$ cat config.mk
export PLATFORM = sky130hd
export DESIGN_NAME = toggle_debounce
export DESIGN_NICKNAME = d
export VERILOG_FILES = /design/src/rtl/toggle_debounce_pkg.sv /design/src/rtl/sync_2ff.sv /design/src/rtl/toggle_debounce.sv
export SDC_FILE = /design/constraint.sdc
export NUM_CORES = 1
export LEC_CHECK = 0
export ABC_AREA = 1
export CORE_MARGIN = 10
export CORE_UTILIZATION = 55
export DETAILED_ROUTE_END_ITERATION = 12
export GPL_TIMING_DRIVEN = 0
export PLACE_DENSITY = 0.72
export SYNTH_ARGS = -nofsm -noshare
export SYNTH_HDL_FRONTEND = slang
export SYNTH_SLANG_ARGS = --single-unit
$ cat constraint.sdc
create_clock -name clk -period 2.2 [get_ports clk]
set_input_delay 0.44 -clock clk [delete_from_list [all_inputs] [get_ports clk]]
set_output_delay 0.44 -clock clk [all_outputs]
set_load 0.02 [all_outputs]
$ cat src/rtl/toggle_debounce_pkg.sv
// Shared types and widths for the toggle input conditioner.
package toggle_debounce_pkg;

  localparam int CNT_W = 32;

  typedef enum logic [2:0] {
    IDLE,
    ARM,
    HELD,
    DISARM,
    HOLDOFF
  } state_t;

endpackage

$ cat src/rtl/sync_2ff.sv
// Generic two-flop synchroniser for asynchronous level inputs; cleared by rst_n.
module sync_2ff #(
  parameter int DATA_W = 1
) (
  input  logic              clk,
  input  logic              rst_n,
  input  logic [DATA_W-1:0] d,
  output logic [DATA_W-1:0] q
);

  logic [DATA_W-1:0] meta_p0;

  // stage 0: metastability capture, stage 1: settled output
  always_ff @(posedge clk or negedge rst_n) begin
    if (!rst_n) begin
      meta_p0 <= '0;
      q       <= '0;
    end else begin
      meta_p0 <= d;
      q       <= meta_p0;
    end
  end

endmodule

$ cat src/rtl/toggle_debounce.sv
// Synchronises and debounces a raw pushbutton into one toggle pulse per press,
// with a post-release holdoff that rate-limits presses.
module toggle_debounce
  import toggle_debounce_pkg::*;
#(
  parameter logic [CNT_W-1:0] DEBOUNCE_TIME = 32'd4,
  parameter logic [CNT_W-1:0] HOLDOFF_TIME  = 32'd8
) (
  input  logic clk,
  input  logic rst_n,
  input  logic ce,
  input  logic button,
  output logic toggle,
  output logic pressed,
  output logic busy
);

  logic             btn_s;
  state_t           state, state_nxt;
  logic [CNT_W-1:0] cnt, cnt_nxt;
  logic             toggle_nxt, pressed_nxt, busy_nxt;

  sync_2ff #(.DATA_W(1)) u_sync (
    .clk   (clk),
    .rst_n (rst_n),
    .d     (button),
    .q     (btn_s)
  );

  always_ff @(posedge clk or negedge rst_n) begin
    if (!rst_n) begin
      state   <= IDLE;
      cnt     <= '0;
      toggle  <= 1'b0;
      pressed <= 1'b0;
      busy    <= 1'b0;
    end else begin
      state   <= state_nxt;
      cnt     <= cnt_nxt;
      toggle  <= toggle_nxt;
      pressed <= pressed_nxt;
      busy    <= busy_nxt;
    end
  end

  // toggle defaults low every clk so the pulse never outlives one cycle, even with ce=0
  always_comb begin
    state_nxt   = state;
    cnt_nxt     = cnt;
    toggle_nxt  = 1'b0;
    pressed_nxt = pressed;
    busy_nxt    = busy;
    if (ce) begin
      case (state)
        IDLE: begin
          if (btn_s) begin
            state_nxt = ARM;
            cnt_nxt   = '0;
          end
        end
        ARM: begin
          if (!btn_s) begin
            state_nxt = IDLE;
          end else if (cnt == DEBOUNCE_TIME - 32'd1) begin
            state_nxt   = HELD;
            toggle_nxt  = 1'b1;
            pressed_nxt = 1'b1;
          end else begin
            cnt_nxt = cnt + 32'd1;
          end
        end
        HELD: begin
          if (!btn_s) begin
            state_nxt = DISARM;
            cnt_nxt   = '0;
          end
        end
        DISARM: begin
          if (btn_s) begin
            state_nxt = HELD;
          end else if (cnt == DEBOUNCE_TIME - 32'd1) begin
            state_nxt   = HOLDOFF;
            cnt_nxt     = '0;
            pressed_nxt = 1'b0;
            busy_nxt    = 1'b1;
          end else begin
            cnt_nxt = cnt + 32'd1;
          end
        end
        HOLDOFF: begin
          if (cnt == HOLDOFF_TIME - 32'd1) begin
            state_nxt = IDLE;
            busy_nxt  = 1'b0;
          end else begin
            cnt_nxt = cnt + 32'd1;
          end
        end
        default: begin
          state_nxt = IDLE;
          cnt_nxt   = '0;
        end
      endcase
    end
  end

endmodule

### Word level (Yosys, flattened, before mapping)

Cells that the tools add are included.

* flip-flop bits (word level): 40
* input bits: 4
* output and inout port bits: 3
* word-level logic and storage cells: 60

* add/sub/neg operators: 1
* equal/unequal tests: 17
* multiplexer cells: 28
* reduce and logical (&&, ||, !) cells: 7

Operators with widths (count)
* $mux W32: 7
* $pmux W32 S5: 1
* $add A32 B1 Y32 const B: 1
* $eq A32 B2 Y1 const B: 1
* $eq A32 B3 Y1 const B: 1
* $mux W3: 7
* $pmux W3 S5: 1
* $ne A2 B2 Y1 const B: 7
* $reduce_and A6 Y1: 2
* $mux W1: 10
* $reduce_and A7 Y1: 1
* $eq A3 B2 Y1 const B: 2
* $reduce_and A5 Y1: 1
* $ne A2 B1 Y1 const B: 2
* $pmux W1 S2: 2
* $reduce_bool A2 Y1: 2
* $eq A3 B1 Y1 const B: 1
* $eq A3 B3 Y1 const B: 1
* $logic_not A3 Y1: 1
* $ne A3 B2 Y1 const B: 1
* $ne A3 B3 Y1 const B: 1

### Logic depth before layout (Yosys ltp)

Gate-level depths: netlist (run 1).

* depth after elaboration: 5
* depth in mapped cells: 12
* depth with buffers taken out: 11

### Modules after synthesis

Synthesis (run 1) repeated with hierarchy kept, for this count alone.

* cell total of the unflattened synthesis: 451
* area, all modules: 2997.9 µm²

Modules (own cells, without submodules)
* toggle_debounce: times used 1, cells an instance 449, area an instance 2947.8 µm², seq. area each 950.9 µm²
* sync_2ff: times used 1, cells an instance 2, area an instance 50.0 µm², seq. area each 50.0 µm²

### Worst setup path before layout (run 1)

OpenSTA, ideal clock, no wires.

* path type: flip-flop to flip-flop
* start: register cnt[0]
* end: register cnt[6]
* setup time: 0.128 ns
* arrival time: 1.524 ns
* path slack: 0.548 ns
* stages on the path, launching flop included: 11
* path buffers: 2
* clock period less this slack: 1.652 ns
* cell sequence: dfrtp_1 > ha_1 > nand2_1 > nor2_1 > nand2_1 > nor2_4 > nand2_2 > nand3_2 > buf_6 > buf_8 > o21ai_0

* cells in the longest elaborated chain, start to end: 4
* elaborated cells on any way between the ends: 12
* classes of those cells: add/sub (1); eq/ne (4); mux (6); reduce/logical (1)

Ends and longest elaborated chain
* start: declaration: RTL line toggle_debounce.sv:20 `logic [CNT_W-1:0] cnt, cnt_nxt;`
* start signal: assignment: RTL line toggle_debounce.sv:39 `cnt <= cnt_nxt;`
* $add A32 B1 Y32 or $eq A32 B2 Y1 (tied branches)
* $mux W32, on equally long branches: RTL line toggle_debounce.sv:81, toggle_debounce.sv:64
* $mux W32, on equally long branches: RTL line toggle_debounce.sv:79, toggle_debounce.sv:62
* $pmux W32 S5: RTL line toggle_debounce.sv:54 `case (state)`

Parallel ways exist; a longest one is shown, timed or not. The select of a mux whose other input is x is not followed.
A chain may end at the register's enable or synchronous reset.

### Final worst setup path (run 1)

Ends and elaborated chain as after synthesis.

==> flow_summary_export.csv, run 1 <==
group,metric,value,unit
synth,synthSimpleGateAreaFrac,0.388,
synth,syn_area,2950,um2
final_layout,drive_above_1_share,0.0970,
synth,yosysTopAreaCell,"dfrtp_1",
power_and_ir_drop,cellLeakagePower,1.41,nW
floorplanning,rows,26,
final_layout,nets,470,
floorplanning,die_h,93.2,um
timing,worst_pin_slew,0.920,ns
synth,syn_area_per_cell,6.54,um2
floorplanning,core,5140,um2
placed_design,dpl.cell_count,527,
timing,fin_skew,0.00665,ns
worst_setup_path,start_kind,"flop",
worst_setup_path,reg2reg_slack,0.22,ns
worst_setup_path,path_max_fanout,10,
final_layout,antenna_cells,0,
global_routing,grt_use_total,0.185,
timing,hold_viol,0,
final_layout,utilization,0.622,
cts,cts_tree,"built",
final_layout,syn_to_final_growth,8.40,%
worst_setup_path,cp.required,2.41,ns
final_layout,multiInputGateArea,1680,um2
synth,muxShareOfSynthArea,0,
synth,ys_ff_latch,40,
job,max-cap-violations,0,
timing,fmax,505,MHz
synth,synth.net_count,457,
placed_design,hpwlAfterDp,5850,um
worst_setup_path,reg2reg_to,"cnt[6]",
timing,finalCritPeriodShare,0.901,
timing,rsz0062_at_grt,"no",
route,final_antenna_net_count,0,
cts,numCtsBuffers,5,
cts,clockBufferDepth,2,
route,viasPerCell,5.40,
floorplanning,start_util,0.574,
floorplanning,die_area,8690,um2
route,drt_iter0_markers,251,
timing,tns,0,ns
run_status,status,"finished clean",
global_routing,grt_max_degree,41,
worst_setup_path,rr_worst_depth,11,
cts,postCtsHoldBufs,0,
timing,finalSetupViolCount,0,
cts,root_buffer,"clkbuf_8",
floorplanning,die_w,93.2,um
worst_setup_path,path_class,"reg -> reg",
route,wire_per_inst,14.2,um
global_routing,grt_first_pass_wirelength,13100,um
synth,seq_area_frac_synth,0.339,
global_routing,grt_pass1_vias,2686,
global_routing,antenna_found_initial,0,
route,drc_errors,0,
power_and_ir_drop,max-vdd-ir-drop,0.000516,V
worst_setup_path,end_kind,"flop",
cts,post_cts_buffers,0,
route,vias,2881,
synth,synth_fa_ha_area_frac,0.00849,
floorplanning,ios,7,
synth,synth_warnings,0,
final_layout,seqCellArea,1000,um2
route,drt_first_pass_iters,5,
synth,synth-compound-area-share,0.145,
synth,synth-xor-area-share,0.0267,
synth,synth_area_leaders,"dfrtp_1 34%, nand2_1 21%, nor2_1 10%",
worst_setup_path,r2r_start,"cnt[0]",
synth,synth_cell_types,29,
synth,syn_inst,451,
min_path,worstHoldPathType,"in -> async",
timing,slew_headroom,0.386,
final_layout,layout_common_cells,"165 x nand2_1, 78 x nor2_1, 40 x inv_1, 40 x dfrtp_1, 25 x nand3_1",
cts,clkSlewWorstSetupHoldPaths,0.07,ns
cts,cts.sinks,40,
power_and_ir_drop,p_total,2.21,mW
synth,synth_top_family_by_area,"simple AND/OR/NAND/NOR gates",
timing,setup_ws,0.218,ns
placed_design,routabilityCongestion,0.970,
cts,insertion_delay,0.30,ns
timing,final_max_slew_viol_count,0,
cts,htreeDepth,2,
global_routing,grt-ovfl-total,0,
final_layout,fillers,512,
power_and_ir_drop,p_per_area,693,nW/um2
worst_setup_path,crit_arrival,2.20,ns
synth,yosysTopAreaCellShare,0.339,
placed_design,port_buffers,6,
timing,layout_min_cycle_time,1.98,ns
final_layout,stdcell_count,534,
final_layout,final_common_cell,"nand2_1",
route,wirelength,7600,um
cts,post_cts_resized,0,
placed_design,pre_cts_ws,0.0654,ns
==> where the power goes <==
group	switching [mW]	internal, mW	total (mW)
Clock	0.260	0.280	0.540
Combinational	0.580	0.257	0.837
Sequential	0.0552	0.782	0.837
==> through the flow <==
step	cell area, um2	hold slack (ns)
CTS	3190	0.298
floorplan	2950	0.144
detailed placement	3090	0.340
global route	3200	0.334
global placement	3100	0.337
finish	3200	0.278
==> flip-flops by register name, indices dropped and copies added, names as in the netlist <==
| register | flops |
|---|---|
| busy | 1 |
| cnt | 32 |
| toggle | 1 |
| state | 3 |
| pressed | 1 |
| u_sync.q | 1 |
| u_sync.meta_p0 | 1 |
==> critical path: stages (launching register included) <==
cell and delay, ns:
dfrtp_1 0.46, ha_1 0.31, nand2_1 0.09, nor2_1 0.10, nand2_1 0.10, nor2_4 0.18, nand2_2 0.09, nand3_2 0.08
buf_6 0.19, buf_8 0.16, nand2_1 0.06, o21ai_0 0.08
==> worst max path at each step <==
stage / from / end / slack, ns / cells after the start
finish: cnt[0] / cnt[6] / 0.22 / 11
global route: cnt[0] / cnt[30] / 0.03 / 9
CTS: cnt[0] / cnt[23] / 0.06 / 9
detailed placement: cnt[0] / cnt[30] / 0.07 / 8
global placement: rst_n / cnt[26] / -0.31 / 1
floorplan: cnt[0] / cnt[6] / 0.55 / 10
==> cells by family after synthesis <==
logic type | Yosys count
compound gates | 64
xor+xnor | 9
fa+ha+maj | 2
buf+inv | 53
flops | 40
simple gates | 283
==> routing by layer <==
layer / vias up / wire length (um) / global-route usage
met1: 1326 / 3630 / 0.249
met4: 0 / 136 / 0.0617
met3: 11 / 486 / 0.0464
met2: 86 / 3340 / 0.281
met5: - / 0 / 0
li1: 1458 / - / -
==> Yosys cell counts (all sizes together) <==
library cell  instances
nand2               168
nor2                 82
inv                  41
dfrtp                40
o21ai                36
nand3                26
o211ai               20
buf                  11
xnor2                 6
a21oi                 4
or2                   4
xor2                  3
ha                    2
o21bai                2
a21boi                1
clkbuf                1
nand3b                1
nand4                 1
nor3b                 1
o311a                 1
==> cell type report <==
| class | instances | area share |
|---|---|---|
| plain buffers | 12 | 0.0372 |
| clock buffers | 7 | 0.0301 |
| inverters | 41 | 0.0481 |
| multi-input cells | 358 | 0.527 |
| flip-flops and latches | 40 | 0.313 |
| well taps | 70 | 0.0274 |
| repair buffers | 6 | 0.0172 |
Power figures use the tool's default switching activity.
==> inputs of run 2 (changes only) <==
--- a/config.mk
+++ b/config.mk
@@ -5,12 +5,12 @@
 export SDC_FILE = /design/constraint.sdc
 export NUM_CORES = 1
 export LEC_CHECK = 0
-export ABC_AREA = 1
 export CORE_MARGIN = 10
 export CORE_UTILIZATION = 55
 export DETAILED_ROUTE_END_ITERATION = 12
 export GPL_TIMING_DRIVEN = 0
-export PLACE_DENSITY = 0.72
+export PLACE_DENSITY = 0.8
+export RECOVER_POWER = 25
 export SYNTH_ARGS = -nofsm -noshare
 export SYNTH_HDL_FRONTEND = slang
 export SYNTH_SLANG_ARGS = --single-unit
==> run 2 against run 1 <==
Critical path type unchanged. Worst setup slack got worse by 0.24 ns. Synthesized area is 24% lower. The run now ends with setup timing left. Non-clock buffer count rose by 7. Sequential power is 6.2% lower. First-iteration DRC count down 27%. Die area down 19%. Sequential cell count stayed put. Largest power group unchanged. Clock skew decreased by 0.0014 ns. Register-to-register slack worse by 0.24 ns. Critical path depth down 4.
==> flow_summary_export.csv, run 2 <==
group,metric,value,unit
worst_setup_path,cp_num_buf_inv,2,
final_layout,stdcell_count,313,
final_layout,final_common_cell,"dfrtp_1",
placed_design,dpl.cell_count,296,
worst_setup_path,r2r_start,"cnt[23]",
synth,synth_warnings,0,
synth,synth_cell_types,46,
final_layout,nets,268,
placed_design,routabilityCongestion,0.846,
final_layout,utilization,0.672,
route,vias,1926,
timing,tns,-0.223,ns
final_layout,final_area,2670,um2
floorplanning,start_util,0.566,
power_and_ir_drop,p_per_area,594,nW/um2
timing,finalCritPeriodShare,1.01,
worst_setup_path,path_class,"reg -> reg",
timing,whs,0.290,ns
synth,synth.most_common_cell,"dfrtp_1",
cts,htreeDepth,2,
floorplanning,die_w,83.9,um
route,final_antenna_net_count,0,
final_layout,largest_register_ffs,32,
timing,fmax,449,MHz
floorplanning,die_area,7050,um2
power_and_ir_drop,power_switching_share,0.256,
power_and_ir_drop,p_int,1.18,mW
route,wirelength,5120,um
floorplanning,ios,7,
cts,numCtsBuffers,5,
power_and_ir_drop,seqPwrFrac,0.495,
cts,cts.sinks,40,
final_layout,top_regs,"cnt: 32 flops, state: 3 flops",
min_path,worstHoldPathType,"in -> async",
power_and_ir_drop,cellLeakagePower,1.08,nW
synth,syn_inst,241,
timing,finalSetupViolCount,14,
timing,setup_ws,-0.0256,ns
synth,synthArstFlopShare,1.00,
worst_setup_path,startpoint,"cnt[23]",
global_routing,grt_first_pass_wirelength,8470,um
final_layout,regMostFlops,"cnt",
route,drt_iter0_markers,184,
worst_setup_path,rr_worst_depth,7,
global_routing,use_met2,0.240,
worst_setup_path,reg2reg_slack,-0.03,ns
global_routing,grt.met1_usage,0.169,
placed_design,port_buffers,5,
timing,fin_skew,0.00525,ns
final_layout,syn_to_final_growth,18.7,%
worst_setup_path,crit_arrival,2.41,ns
placed_design,hpwlAfterDp,3340,um
timing,slew_headroom,0.345,
worst_setup_path,cp_top_family,"simple AND/OR/NAND/NOR gates",
route,wire_per_inst,16.4,um
route,drt_first_pass_iters,5,
power_and_ir_drop,max-vdd-ir-drop,0.000357,V
global_routing,grt-ovfl-total,0,
final_layout,antenna_cells,0,
timing,worst_pin_slew,0.983,ns
worst_setup_path,path_max_fanout,6,
synth,yosysTopAreaCellShare,0.445,
worst_setup_path,reg2reg_to,"cnt[31]",
power_and_ir_drop,p_total,1.59,mW
job,max-cap-violations,0,
cts,insertion_delay,0.30,ns
power_and_ir_drop,clock_power_share,0.374,
placed_design,place_area,2360,um2
timing,final_max_slew_viol_count,0,
worst_setup_path,start_kind,"flop",
route,viasPerCell,6.15,
global_routing,grtUsageMet3,0.0244,
synth,syn_area,2250,um2
global_routing,grt_max_degree,41,
run_status,violations,"setup timing",
route,drc_errors,0,
synth,ys.flop_type,"dfrtp_1",
cts,postCtsHoldBufs,0,
worst_setup_path,cpPeakStageDelay,0.57,ns
worst_setup_path,cp_cell_sequence,"nor4_4, nand4_1, or4b_4, a21oi_4, buf_6, buf_6, nor2_1",
timing,layout_min_cycle_time,2.23,ns
global_routing,top_usage_layer,"met2",
synth,synth.net_count,247,
synth,syn_area_per_cell,9.33,um2
cts,clockBufferDepth,2,
synth,synth_common_cells,"40 x dfrtp_1, 29 x nor2_1, 22 x xnor2_1",
timing,rsz0062_at_grt,"yes",
worst_setup_path,end_kind,"flop",
worst_setup_path,cp_slowest_cell,"or4b_4",
worst_setup_path,cp.required,2.39,ns
cts,cts_tree,"built",
cts,root_buffer,"clkbuf_8",
global_routing,grt_pass1_vias,1827,
synth,yosysTopAreaCell,"dfrtp_1",
timing,hold_viol,0,
final_layout,layout_common_cells,"35 x dfrtp_1, 28 x nor2_1, 22 x xnor2_1, 16 x nand2_1, 14 x nand3_1",
synth,ys_ff_latch,40,
worst_setup_path,crit_path_frequent_cell,"buf_6",
synth,seq_area_frac_synth,0.445,
power_and_ir_drop,pwr-share-comb,0.131,
floorplanning,core,3970,um2
power_and_ir_drop,p_sw,0.405,mW
run_status,status,"finished, violations left",
global_routing,antenna_found_initial,0,
synth,synth_area_leaders,"dfrtp_1 45%, xnor2_1 8.6%, nor2_1 4.8%",
floorplanning,rows,23,
floorplanning,die_h,83.9,um
cts,clkSlewWorstSetupHoldPaths,0.08,ns
final_layout,drive_above_1_share,0.194,
global_routing,grt_use_total,0.143,
synth,synth_edf_count,0,
placed_design,pre_cts_ws,-0.154,ns
-- run 2: changes by cell type in the layout (fill, tap and decap cells not counted), moves of 12 or more --
cell      delta
nand2_1    -149
inv_1       -28
nor2_1      -50
xnor2_1     +16
o21ai_0     -18
o21ai_2     -12
o211ai_1    -20
-- run 2: timing repair --
item                                    in CTS  in global routing
endpoints found under the setup margin      27                 36
resized for setup                            7                 20
gates cloned                                 0                  1
setup buffers                                4                  6
pin swaps                                    2                  3
-- run 2: area by class of cell --
class	count	area (um2)
fill	314	1300
clock inverter	2	35.0
tap	50	62.6
timing repair buffer	16	129
buffer	9	53.8
multi-input combinational	178	1260
sequential	40	1010
inverter	12	45.0
clock buffer	6	72.6
-- run 2: power groups by stage --
stage	clock network [mW]	logic [mW]	registers, mW
floorplan	0	0.112	0.800
global placement	0	0.178	0.795
detailed placement	0	0.180	0.797
CTS	0.602	0.191	0.782
global route	0.630	0.226	0.788
finish	0.593	0.207	0.785
-- run 2: how the worst max path moves through the flow --
stage | end | slack, ns | depth (start not counted)
2_1_floorplan | cnt[6] | 0.19 | 6
3_3_place_gp | cnt[24] | -0.31 | 1
3_5_place_dp | cnt[5] | -0.15 | 6
4_1_cts | cnt[5] | 0.003 | 6
5_1_grt | cnt[13] | -0.11 | 7
6_report | cnt[31] | -0.03 | 7
-- run 2: metal layers --
metal,wire (um),share of wire
met1,2290,0.45
met2,2450,0.48
met3,238,0.046
met4,145,0.028
met5,0,0
-- run 2: worst register-to-register path, cell delays in order (launching register included) --
cell	delay [ns]
dfrtp_2	0.46
nor4_4	0.31
nand4_1	0.23
or4b_4	0.57
a21oi_4	0.24
buf_6	0.14
buf_6	0.11
nor2_1	0.05
-- run 2: cell families after synthesis --
family                   Yosys count  synth area share
AO/OA/AOI/OAI                     29            0.0929
flip-flops                        40             0.445
AND/OR/NAND/NOR                  122             0.306
multiplexers                       1           0.00501
XOR/XNOR                          24            0.0935
buffers and inverters             23            0.0467
adder cells (fa/ha/maj)            2            0.0111
